==> src/rtl/ov7670_camera_read_pkg.sv <==
// Shared definitions for the OV7670 parallel-bus capture path:
// bus widths and the capture FSM state encoding.
package ov7670_camera_read_pkg;

  localparam int CAM_BYTE_W  = 8;
  localparam int CAM_PIXEL_W = 16;

  typedef enum logic {
    WAIT_FRAME_START = 1'b0,
    ROW_CAPTURE      = 1'b1
  } cam_state_t;

endpackage

==> src/rtl/ov7670_camera_read.sv <==
// OV7670 byte-to-pixel deserializer: waits for a VSYNC falling edge, then pairs
// HREF-qualified bytes (high byte first) into 16-bit pixels until VSYNC rises again.
module ov7670_camera_read
  import ov7670_camera_read_pkg::*;
(
  input  logic                   p_clock,
  input  logic                   rst,
  input  logic                   vsync,
  input  logic                   href,
  input  logic [CAM_BYTE_W-1:0]  p_data,
  output logic [CAM_PIXEL_W-1:0] pixel_data,
  output logic                   pixel_valid,
  output logic                   frame_done
);

  cam_state_t state;
  logic       phase;
  logic       vsync_d;

  always_ff @(posedge p_clock or negedge rst) begin
    if (!rst) begin
      vsync_d <= 1'b0;
    end else begin
      vsync_d <= vsync;
    end
  end

  // A frame only starts on a full VSYNC high-to-low transition, so leaving reset
  // with VSYNC already low never captures a partial first frame.
  always_ff @(posedge p_clock or negedge rst) begin
    if (!rst) begin
      state       <= WAIT_FRAME_START;
      pixel_data  <= '0;
      pixel_valid <= 1'b0;
      frame_done  <= 1'b0;
      phase       <= 1'b0;
    end else begin
      case (state)
        WAIT_FRAME_START: begin
          pixel_valid <= 1'b0;
          frame_done  <= 1'b0;
          phase       <= 1'b0;
          if (vsync_d && !vsync) begin
            state <= ROW_CAPTURE;
          end
        end
        ROW_CAPTURE: begin
          if (vsync) begin
            frame_done  <= 1'b1;
            pixel_valid <= 1'b0;
            phase       <= 1'b0;
            state       <= WAIT_FRAME_START;
          end else if (href) begin
            frame_done <= 1'b0;
            if (!phase) begin
              pixel_data[15:8] <= p_data;
              phase            <= 1'b1;
              pixel_valid      <= 1'b0;
            end else begin
              pixel_data[7:0]  <= p_data;
              phase            <= 1'b0;
              pixel_valid      <= 1'b1;
            end
          end else begin
            // Line gap: drop any odd trailing byte so the next line starts on a high byte.
            frame_done  <= 1'b0;
            pixel_valid <= 1'b0;
            phase       <= 1'b0;
          end
        end
        default: begin
          state       <= WAIT_FRAME_START;
          pixel_valid <= 1'b0;
          frame_done  <= 1'b0;
          phase       <= 1'b0;
        end
      endcase
    end
  end

endmodule

==> config.mk <==
export PLATFORM = sky130hd
export DESIGN_NAME = ov7670_camera_read
export DESIGN_NICKNAME = d
export VERILOG_FILES = /design/src/rtl/ov7670_camera_read_pkg.sv /design/src/rtl/ov7670_camera_read.sv
export SDC_FILE = /design/constraint.sdc
export NUM_CORES = 1
export LEC_CHECK = 0
export CORE_MARGIN = 3
export CORE_UTILIZATION = 57
export DETAILED_ROUTE_END_ITERATION = 10
export DONT_BUFFER_PORTS = 1
export GPL_TIMING_DRIVEN = 1
export PLACE_DENSITY = 0.72
export SYNTH_ARGS = -nofsm -noshare
export SYNTH_HDL_FRONTEND = slang
export SYNTH_SLANG_ARGS = --single-unit
==> constraint.sdc <==
create_clock -name p_clock -period 1.6 [get_ports p_clock]
set_input_delay 0.08 -clock p_clock [delete_from_list [all_inputs] [get_ports p_clock]]
set_output_delay 0.08 -clock p_clock [all_outputs]
set_load 0.005 [all_outputs]
==> flow_metrics.env, run 1 <==
export IMPL_gp_congestion=0.662
export IMPL_power_density_nw_per_um2=1150
export IMPL_grt_max_degree=22
export IMPL_rsz0062_at_grt="no"
export IMPL_p_comb_frac=0.113
export IMPL_clkPwrFrac=0.228
export IMPL_status="completed"
export IMPL_syn_avg_cell_area_um2=17.3
export IMPL_power_w=0.00102
export IMPL_cts_inserted_buffers=3
export IMPL_die_h_um=42.6
export IMPL_synthTopCellsByArea="dfrtp_1 69%, mux2_2 24%, nand4b_2 2.0%, and4bb_1 1.6%, buf_6 1.5%"
export IMPL_critical_path_arrival_ps=1620
export IMPL_coreArea_um2=1190
export IMPL_grt_usage=0.163
export IMPL_syn_inst=44
export IMPL_drtPass1Iterations=3
export IMPL_final_nets=70
export IMPL_num_vias=402
export IMPL_ys_types=8
export IMPL_rr_endpoint="pixel_data[15]"
export IMPL_area_growth_syn_to_layout_pct=17.4
export IMPL_hold_viol_final=0
export IMPL_hold_path_depth=2
export IMPL_drive_gt1_frac=0.351
export IMPL_crit_type="reg2reg"
export IMPL_synth_largest_area_cell="dfrtp_1"
export IMPL_synth_most_common_cell="dfrtp_1"
export IMPL_skew_ps=4.97
export IMPL_slew_violations=0
export IMPL_multi_input_area_um2=221
export IMPL_synth_area_um2=762
export IMPL_fin_crit_sh=0.904
export IMPL_clk_latency_ps=290
export IMPL_grt_pass1_vias=437
export IMPL_fill_cells=73
export IMPL_worstPathMaxFanout=9
export IMPL_reg2reg_from="phase"
export IMPL_r2r_cells=2
export IMPL_cp_start_kind="flip-flop"
export IMPL_ctsHoldBuffers=10
export IMPL_grt_ovfl_total=0
export IMPL_fin_ws_ps=154
export IMPL_dieArea_um2=1810
export IMPL_dieWidth_um=42.6
export IMPL_max_freq_ghz=0.691
export IMPL_synthFlopType="dfrtp_1"
export IMPL_start_util=0.642
export IMPL_io_pins=30
export IMPL_fin_crit_ps=1450
export IMPL_dpl_worst_slack_ps=155
export IMPL_slowest_stage="and4bb_1"
export IMPL_holdPathEnd="pixel_valid"
export IMPL_clkTransAtPathRegs_ps=100
export IMPL_post_cts_buffers=0
export IMPL_syn_num_nets=56
export IMPL_ff2ff_setup_slack_ps=150
export IMPL_wl_per_cell_um=18.7
export IMPL_setup_viol_count_final=0
export IMPL_path_buf_inv=0
export IMPL_fin_tns_setup_ps=0
export IMPL_seqCellArea_um2=526
export IMPL_internal_power_w=0.000783
export IMPL_final_util=0.754
export IMPL_antenna_cells=0
export IMPL_cpLargestDelayFamily="simple AND/OR/NAND/NOR gates"
export IMPL_ys_warn_count=0
export IMPL_end_kind="flip-flop"
export IMPL_antenna_found_initial=0
export IMPL_synth_common_cells="21 x dfrtp_1, 16 x mux2_2, 2 x nor2_1"
export IMPL_tightestPinTransition_ps=892
export IMPL_ir_drop_mv=0.894
export IMPL_row_count=12
export IMPL_yosysSeqAreaShare=0.690
export IMPL_ys_seq_elements=21
export IMPL_seq_power_share=0.659
export IMPL_hp_class="in2reg"
export IMPL_p_leak_nw=0.433
export IMPL_route_detailed_drc=0
export IMPL_yosysTopAreaCellShare=0.690
export IMPL_grt_pass1_wl_um=2150
export IMPL_cts_path_max_buffers=2
export IMPL_min_from="href"
export IMPL_cts_resized=0
export IMPL_vias_per_cell=5.66
export IMPL_drv_cap=0
export IMPL_power_switching_w=0.000242
export IMPL_cts_tree="done"
export IMPL_synthArstFlopShare=1.00
export IMPL_portBuffers=0
export IMPL_slew_headroom=0.403
export IMPL_cts_sinks=21
export IMPL_path_cells="and4bb_1 -> mux2_2"
export IMPL_h_tree_depth=1
export IMPL_finalWirelength_um=1330
export IMPL_ant_nets=0
export IMPL_max_stage_delay_ps=540
export IMPL_drtIter0Drc=1
export IMPL_synth_edf_count=0
export IMPL_worstPathRequired_ps=1780
export IMPL_cts_root_buf="clkbuf_4"
export IMPL_switching_share=0.236
## power groups by stage
stage	sequential, W	combinational, W	clock, W
after floorplan	0.000665	0.0000753	0
after global placement	0.000682	0.0000759	0
after detailed placement	0.000689	0.0000856	0
after CTS	0.000678	0.000118	0.000244
after global routing	0.000686	0.000129	0.000269
final	0.000676	0.000116	0.000233
## cell type report
type	count	area share
flip-flops and latches	21	0.587
multi-input cells	21	0.248
inverters	1	0.00420
clock buffers	4	0.0294
repair buffers	10	0.112
well taps	14	0.0196
## state kept, by name, summed over array words and instances, names as in the netlist
register and cells:
frame_done 1, pixel_data 16, pixel_valid 1, state 1
phase 1, vsync_d 1
## through the flow
step | area (um^2) | hold WS (ps) | std cells
after floorplan | 762 | -216 | 44
after global placement | 768 | -215 | 57
after detailed placement | 768 | -215 | 57
after CTS | 895 | 114 | 71
after global routing | 895 | 121 | 71
final | 895 | 126 | 71
## per-layer routing
metal / GRT usage / part of all wire / vias up / routed length (um)
met1: 0.183 / 0.36 / 206 / 480
met5: 0 / 0 / - / 0
met4: 0.0373 / 0 / 0 / 0
li1: - / - / 180 / -
met3: 0.0558 / 0.075 / 0 / 100
met2: 0.295 / 0.56 / 16 / 746
## placed cells by master (no fill, tap or decap)
cell type and n:
dfrtp_1 21, mux2_2 16, dlygate4sd3_1 10, clkbuf_4 3, nor2_1 2, and4bb_1 1
and2_1 1, nand4b_2 1, inv_1 1, clkbuf_1 1
## cells by family after synthesis
| logic type | after synthesis | share of synthesized area |
|---|---|---|
| buffers and inverters | 2 | 0.0197 |
| multiplexers | 16 | 0.236 |
| flip-flops | 21 | 0.690 |
| AND/OR/NAND/NOR | 5 | 0.0542 |
## how the worst max path moves through the flow
stage,slack [ps],endpoint,cells past startpoint,start
after floorplan,400,pixel_data[10],3,phase
after global placement,230,pixel_data[12],2,phase
after detailed placement,160,pixel_data[10],2,phase
after CTS,140,pixel_data[10],2,phase
after global routing,80,pixel_data[13],2,phase
final,150,pixel_data[15],2,phase
Power figures use the tool's default switching activity.
==> inputs of run 2 (changes only) <==
CELL_PAD_IN_SITES_DETAIL_PLACEMENT = 1   (was unset)
CELL_PAD_IN_SITES_GLOBAL_PLACEMENT = 2   (was unset)
CORE_UTILIZATION = 38   (was 57)
PLACE_DENSITY = unset   (was 0.72)
PLACE_DENSITY_LB_ADDON = 0.1   (was unset)
==> run 2 against run 1 <==
Compared with the run above:
- cell area increased by 2.4%
- total power up 1.1%
- worst setup slack better by 130 ps
- clock power increased by 5%
- combinational power is essentially flat
- sequential power is essentially flat
- die area increased by 42%
- global-route usage decreased by 3.7 points
- routed wire length up 7.2%
- count of clock-buffer cells in the layout did not move
- worst hold slack worse by 20 ps
- critical path type unchanged
- largest cell class unchanged
==> flow_metrics.env, run 2 (same netlist as run 1, synthesis figures left out) <==
export IMPL_status="completed"
export IMPL_drtPass1Iterations=2
export IMPL_power_w=0.00104
export IMPL_antenna_cells=0
export IMPL_finalWirelength_um=1420
export IMPL_fin_crit_ps=1320
export IMPL_portBuffers=0
export IMPL_io_pins=30
export IMPL_setup_viol_count_final=0
export IMPL_largest_register="pixel_data"
export IMPL_dieWidth_um=50.8
export IMPL_clkTransAtPathRegs_ps=110
export IMPL_area_growth_syn_to_layout_pct=20.2
export IMPL_cts_root_buf="clkbuf_4"
export IMPL_fill_cells=185
export IMPL_fin_cells=83
export IMPL_start_util=0.423
export IMPL_grt_max_degree=22
export IMPL_hp_class="in2reg"
export IMPL_slew_headroom=0.387
export IMPL_end_kind="flip-flop"
export IMPL_grt_usage=0.126
export IMPL_grt_pass1_vias=491
export IMPL_min_from="href"
export IMPL_cts_path_max_buffers=2
export IMPL_max_freq_ghz=0.759
export IMPL_seqCellArea_um2=526
export IMPL_dp_cells=69
export IMPL_dpl_worst_slack_ps=288
export IMPL_rr_endpoint="pixel_data[11]"
export IMPL_largest_reg_flops=16
export IMPL_r2r_cells=3
export IMPL_slowest_stage="dfrtp_1"
export IMPL_seq_power_share=0.651
export IMPL_holdPathEnd="pixel_valid"
export IMPL_cts_inserted_buffers=3
export IMPL_final_nets=71
export IMPL_hpwl_um=1060
export IMPL_internal_power_w=0.000784
export IMPL_fin_crit_sh=0.823
export IMPL_antenna_found_initial=0
export IMPL_ff2ff_setup_slack_ps=280
export IMPL_coreArea_um2=1800
export IMPL_tightestPinTransition_ps=917
export IMPL_multi_input_area_um2=221
export IMPL_dieArea_um2=2580
export IMPL_skew_ps=6.01
export IMPL_power_switching_w=0.000252
export IMPL_slew_violations=0
export IMPL_crit_type="reg2reg"
export IMPL_switching_share=0.243
export IMPL_worstPathRequired_ps=1780
export IMPL_row_count=15
export IMPL_wl_per_cell_um=17.1
export IMPL_p_leak_nw=0.439
export IMPL_route_detailed_drc=0
export IMPL_drive_gt1_frac=0.362
export IMPL_path_cells="and4bb_1 -> buf_4 -> mux2_2"
export IMPL_drtIter0Drc=1
export IMPL_power_density_nw_per_um2=1130
export IMPL_p_comb_frac=0.112
export IMPL_reg2reg_from="phase"
export IMPL_drv_cap=0
export IMPL_gp_congestion=0.653
export IMPL_cts_tree="done"
export IMPL_clkPwrFrac=0.237
export IMPL_fin_tns_setup_ps=0
export IMPL_cts_resized=0
export IMPL_rsz0062_at_grt="no"
export IMPL_hold_path_depth=2
export IMPL_ant_nets=0
export IMPL_fin_ws_ps=282
export IMPL_cts_sinks=21
export IMPL_max_stage_delay_ps=410
export IMPL_critical_path_arrival_ps=1500
export IMPL_die_h_um=50.8
export IMPL_grt_ovfl_total=0
export IMPL_grt_pass1_wl_um=2390
export IMPL_final_util=0.508
export IMPL_h_tree_depth=1
export IMPL_vias_per_cell=5.01
export IMPL_num_vias=416
export IMPL_final_cell_mix="21 x dfrtp_1, 16 x mux2_2, 10 x dlygate4sd3_1"
export IMPL_cp_start_kind="flip-flop"
export IMPL_final_common_cell="dfrtp_1"
export IMPL_clk_latency_ps=290
export IMPL_ir_drop_mv=0.431
export IMPL_hold_viol_final=0
export IMPL_worstPathMaxFanout=9
run 2: cell types whose count changed in the layout (fill, tap and decap cells not counted):
cell and change:
buf_4 +1
run 2: worst max path at each step:
stage	from	to
final	phase	pixel_data[11]
after global routing	phase	pixel_data[8]
after CTS	phase	pixel_data[11]
after detailed placement	phase	pixel_data[11]
after global placement	phase	pixel_data[9]
after floorplan	phase	pixel_data[10]
run 2: critical path: cells and delay by family, from the launching register on:
| family | cells | cell delay (ps) |
|---|---|---|
| buffers and inverters | 1 | 180 |
| DFF | 1 | 410 |
| muxes | 1 | 350 |
| and+or+nand+nor | 1 | 270 |
run 2: metal layers:
metal / share of wire / GRT usage
met3: 0.060 / 0.0356
met4: 0 / 0.0404
met2: 0.55 / 0.226
met1: 0.39 / 0.143
met5: 0 / 0
run 2: timing repair:
| action | CTS | global route |
|---|---|---|
| setup endpoints to repair | 0 | 0 |
| hold buffers | 10 | 0 |
| endpoints found under the hold margin | 40 | 0 |
| buffers inserted | 0 | 0 |
run 2: power by group through the flow:
stage	clock (W)	sequential (W)	combinational, W
4_1_cts	0.000252	0.000678	0.000120
6_report	0.000245	0.000675	0.000116
3_3_place_gp	0	0.000684	0.0000777
2_1_floorplan	0	0.000665	0.0000753
3_5_place_dp	0	0.000690	0.0000869
5_1_grt	0.000281	0.000686	0.000132
run 2: area by class of cell:
type                            instances  share of cell area
Sequential cell                        21               0.574
Timing Repair Buffer                   11               0.117
Clock buffer                            4              0.0287
Multi-Input combinational cell         21               0.242
Inverter                                1             0.00410
Tap cell                               25              0.0342
run 2: metrics by stage:
step           area, um^2  hold WS, ps
6_report              916          106
5_1_grt               916          128
4_1_cts               916          122
3_5_place_dp          790         -215
3_3_place_gp          790         -215
2_1_floorplan         762         -216
==> inputs of run 3 (changes only) <==
CORE_UTILIZATION = 35   (was 38)
clock period = 1.2 ns   (was 1.6 ns; I/O delays follow)
==> run 3 against run 2 <==
Compared with the run above:
- the flow now finishes with violations (setup timing)
- non-clock buffer count is 6 higher
- routed wire length is 2.0% higher
- die area is 7.5% higher
- via count up 6.7%
- sequential share of layout area shrank 3.3 points
- critical path depth unchanged
- worst setup slack got worse by 330 ps
- highest routed layer unchanged
==> flow_metrics.env, run 3 (same netlist as run 1, synthesis figures left out) <==
export IMPL_status="complete, but fails checks"
export IMPL_fin_ws_ps=-49.7
export IMPL_cts_tree="done"
export IMPL_fin_crit_sh=1.04
export IMPL_finalWirelength_um=1450
export IMPL_largest_reg_flops=16
export IMPL_grt_usage=0.119
export IMPL_holdPathEnd="pixel_valid"
export IMPL_setup_viol_count_final=8
export IMPL_cp_start_kind="flip-flop"
export IMPL_whs_ps=34.6
export IMPL_skew_ps=9.66
export IMPL_vias_per_cell=4.88
export IMPL_min_from="href"
export IMPL_rr_endpoint="pixel_data[10]"
export IMPL_fill_cells=197
export IMPL_final_common_cell="dfrtp_1"
export IMPL_grt_max_degree=22
export IMPL_worstPathRequired_ps=1380
export IMPL_coreArea_um2=2000
export IMPL_cts_sinks=21
export IMPL_cts_path_max_buffers=2
export IMPL_final_cell_mix="21 x dfrtp_1, 16 x mux2_2, 10 x dlygate4sd3_1"
export IMPL_r2r_cells=3
export IMPL_drive_gt1_frac=0.422
export IMPL_start_util=0.381
export IMPL_antenna_cells=0
export IMPL_worstPathMaxFanout=5
export IMPL_critical_path_arrival_ps=1430
export IMPL_max_freq_ghz=0.800
export IMPL_fin_tns_setup_ps=-288
export IMPL_dieArea_um2=2770
export IMPL_wl_per_cell_um=15.9
export IMPL_dieWidth_um=52.7
export IMPL_rsz0062_at_grt="yes"
export IMPL_final_nets=77
export IMPL_grt_pass1_vias=543
export IMPL_ir_drop_mv=0.640
export IMPL_cts_root_buf="clkbuf_4"
export IMPL_clkTransAtPathRegs_ps=110
export IMPL_area_growth_syn_to_layout_pct=27.4
export IMPL_ant_nets=0
export IMPL_crit_type="reg2reg"
export IMPL_cts_inserted_buffers=3
export IMPL_violations="setup timing"
export IMPL_ff2ff_setup_slack_ps=-50
export IMPL_multi_input_area_um2=221
export IMPL_largest_register="pixel_data"
export IMPL_seqCellArea_um2=526
export IMPL_hold_path_depth=3
export IMPL_grt_pass1_wl_um=2370
export IMPL_die_h_um=52.7
export IMPL_portBuffers=0
export IMPL_row_count=16
export IMPL_antenna_found_initial=0
export IMPL_h_tree_depth=1
export IMPL_hold_viol_final=0
export IMPL_hp_class="in2reg"
export IMPL_p_leak_nw=0.471
export IMPL_slew_headroom=0.397
export IMPL_drv_cap=0
export IMPL_power_density_nw_per_um2=1430
export IMPL_num_vias=444
export IMPL_tightestPinTransition_ps=902
export IMPL_end_kind="flip-flop"
export IMPL_drtIter0Drc=1
export IMPL_hpwl_um=1130
export IMPL_grt_ovfl_total=0
export IMPL_io_pins=30
export IMPL_slew_violations=0
export IMPL_clk_latency_ps=290
export IMPL_route_detailed_drc=0
export IMPL_fin_crit_ps=1250
export IMPL_gp_congestion=0.617
export IMPL_reg2reg_from="phase"
export IMPL_drtPass1Iterations=2
==> run 3: cell count changes in the layout (fill, tap and decap cells not counted) <==
cell,change
buf_4,+4
buf_6,+2
==> run 3: worst max-delay path: stages (launching register included) <==
cell,delay (ps)
dfrtp_1,390
and4bb_1,270
buf_4,150
mux2_2,330
==> run 3: cell type report <==
| cell class | count | share of cell area |
|---|---|---|
| clock buffers | 4 | 0.0271 |
| inverters | 1 | 0.00387 |
| multi-input cells | 21 | 0.228 |
| flip-flops and latches | 21 | 0.541 |
| well taps | 27 | 0.0348 |
| repair buffers | 17 | 0.165 |
==> run 3: power by group <==
| group | switching, W | internal (W) |
|---|---|---|
| Sequential | 0.0000878 | 0.000815 |
| Combinational | 0.0000534 | 0.000110 |
| Clock | 0.000192 | 0.000129 |
| Total | 0.000333 | 0.00105 |
==> run 3: stage by stage <==
| step | area [um^2] | utilization | power, W | instances | setup slack, ps |
|---|---|---|---|---|---|
| floorplan | 762 | - | 0.000987 | 44 | 12.5 |
| global placement | 830 | 0.414 | 0.00102 | 76 | -6.81 |
| detailed placement | 830 | 0.414 | 0.00104 | 76 | -28.7 |
| CTS | 960 | 0.479 | 0.00141 | 90 | -51.9 |
| global route | 971 | 0.485 | 0.00148 | 91 | -98.1 |
| finish | 971 | 0.485 | 0.00139 | 91 | -49.7 |
==> run 3: how the worst max path moves through the flow <==
stage / start / to / cells past startpoint
finish: phase / pixel_data[10] / 3
global route: phase / pixel_data[9] / 3
CTS: phase / pixel_data[10] / 3
detailed placement: phase / pixel_data[9] / 3
global placement: phase / pixel_data[13] / 3
floorplan: phase / pixel_data[10] / 3
==> run 3: repair_timing <==
| action | in CTS | in global routing |
|---|---|---|
| hold buffers | 10 | 0 |
| endpoints found under the setup margin | 12 | 16 |
| hold endpoints to repair | 40 | 0 |
| resized for setup | 1 | 1 |
| setup buffers | 0 | 1 |
==> run 3: metal layers <==
layer  vias up  global-route usage  routed length [um]
met5         -                   0                   0
li1        195                   -                   -
met4         0              0.0511                   0
met1       228               0.130                 525
met2        21               0.209                 755
met3         0              0.0399                 171
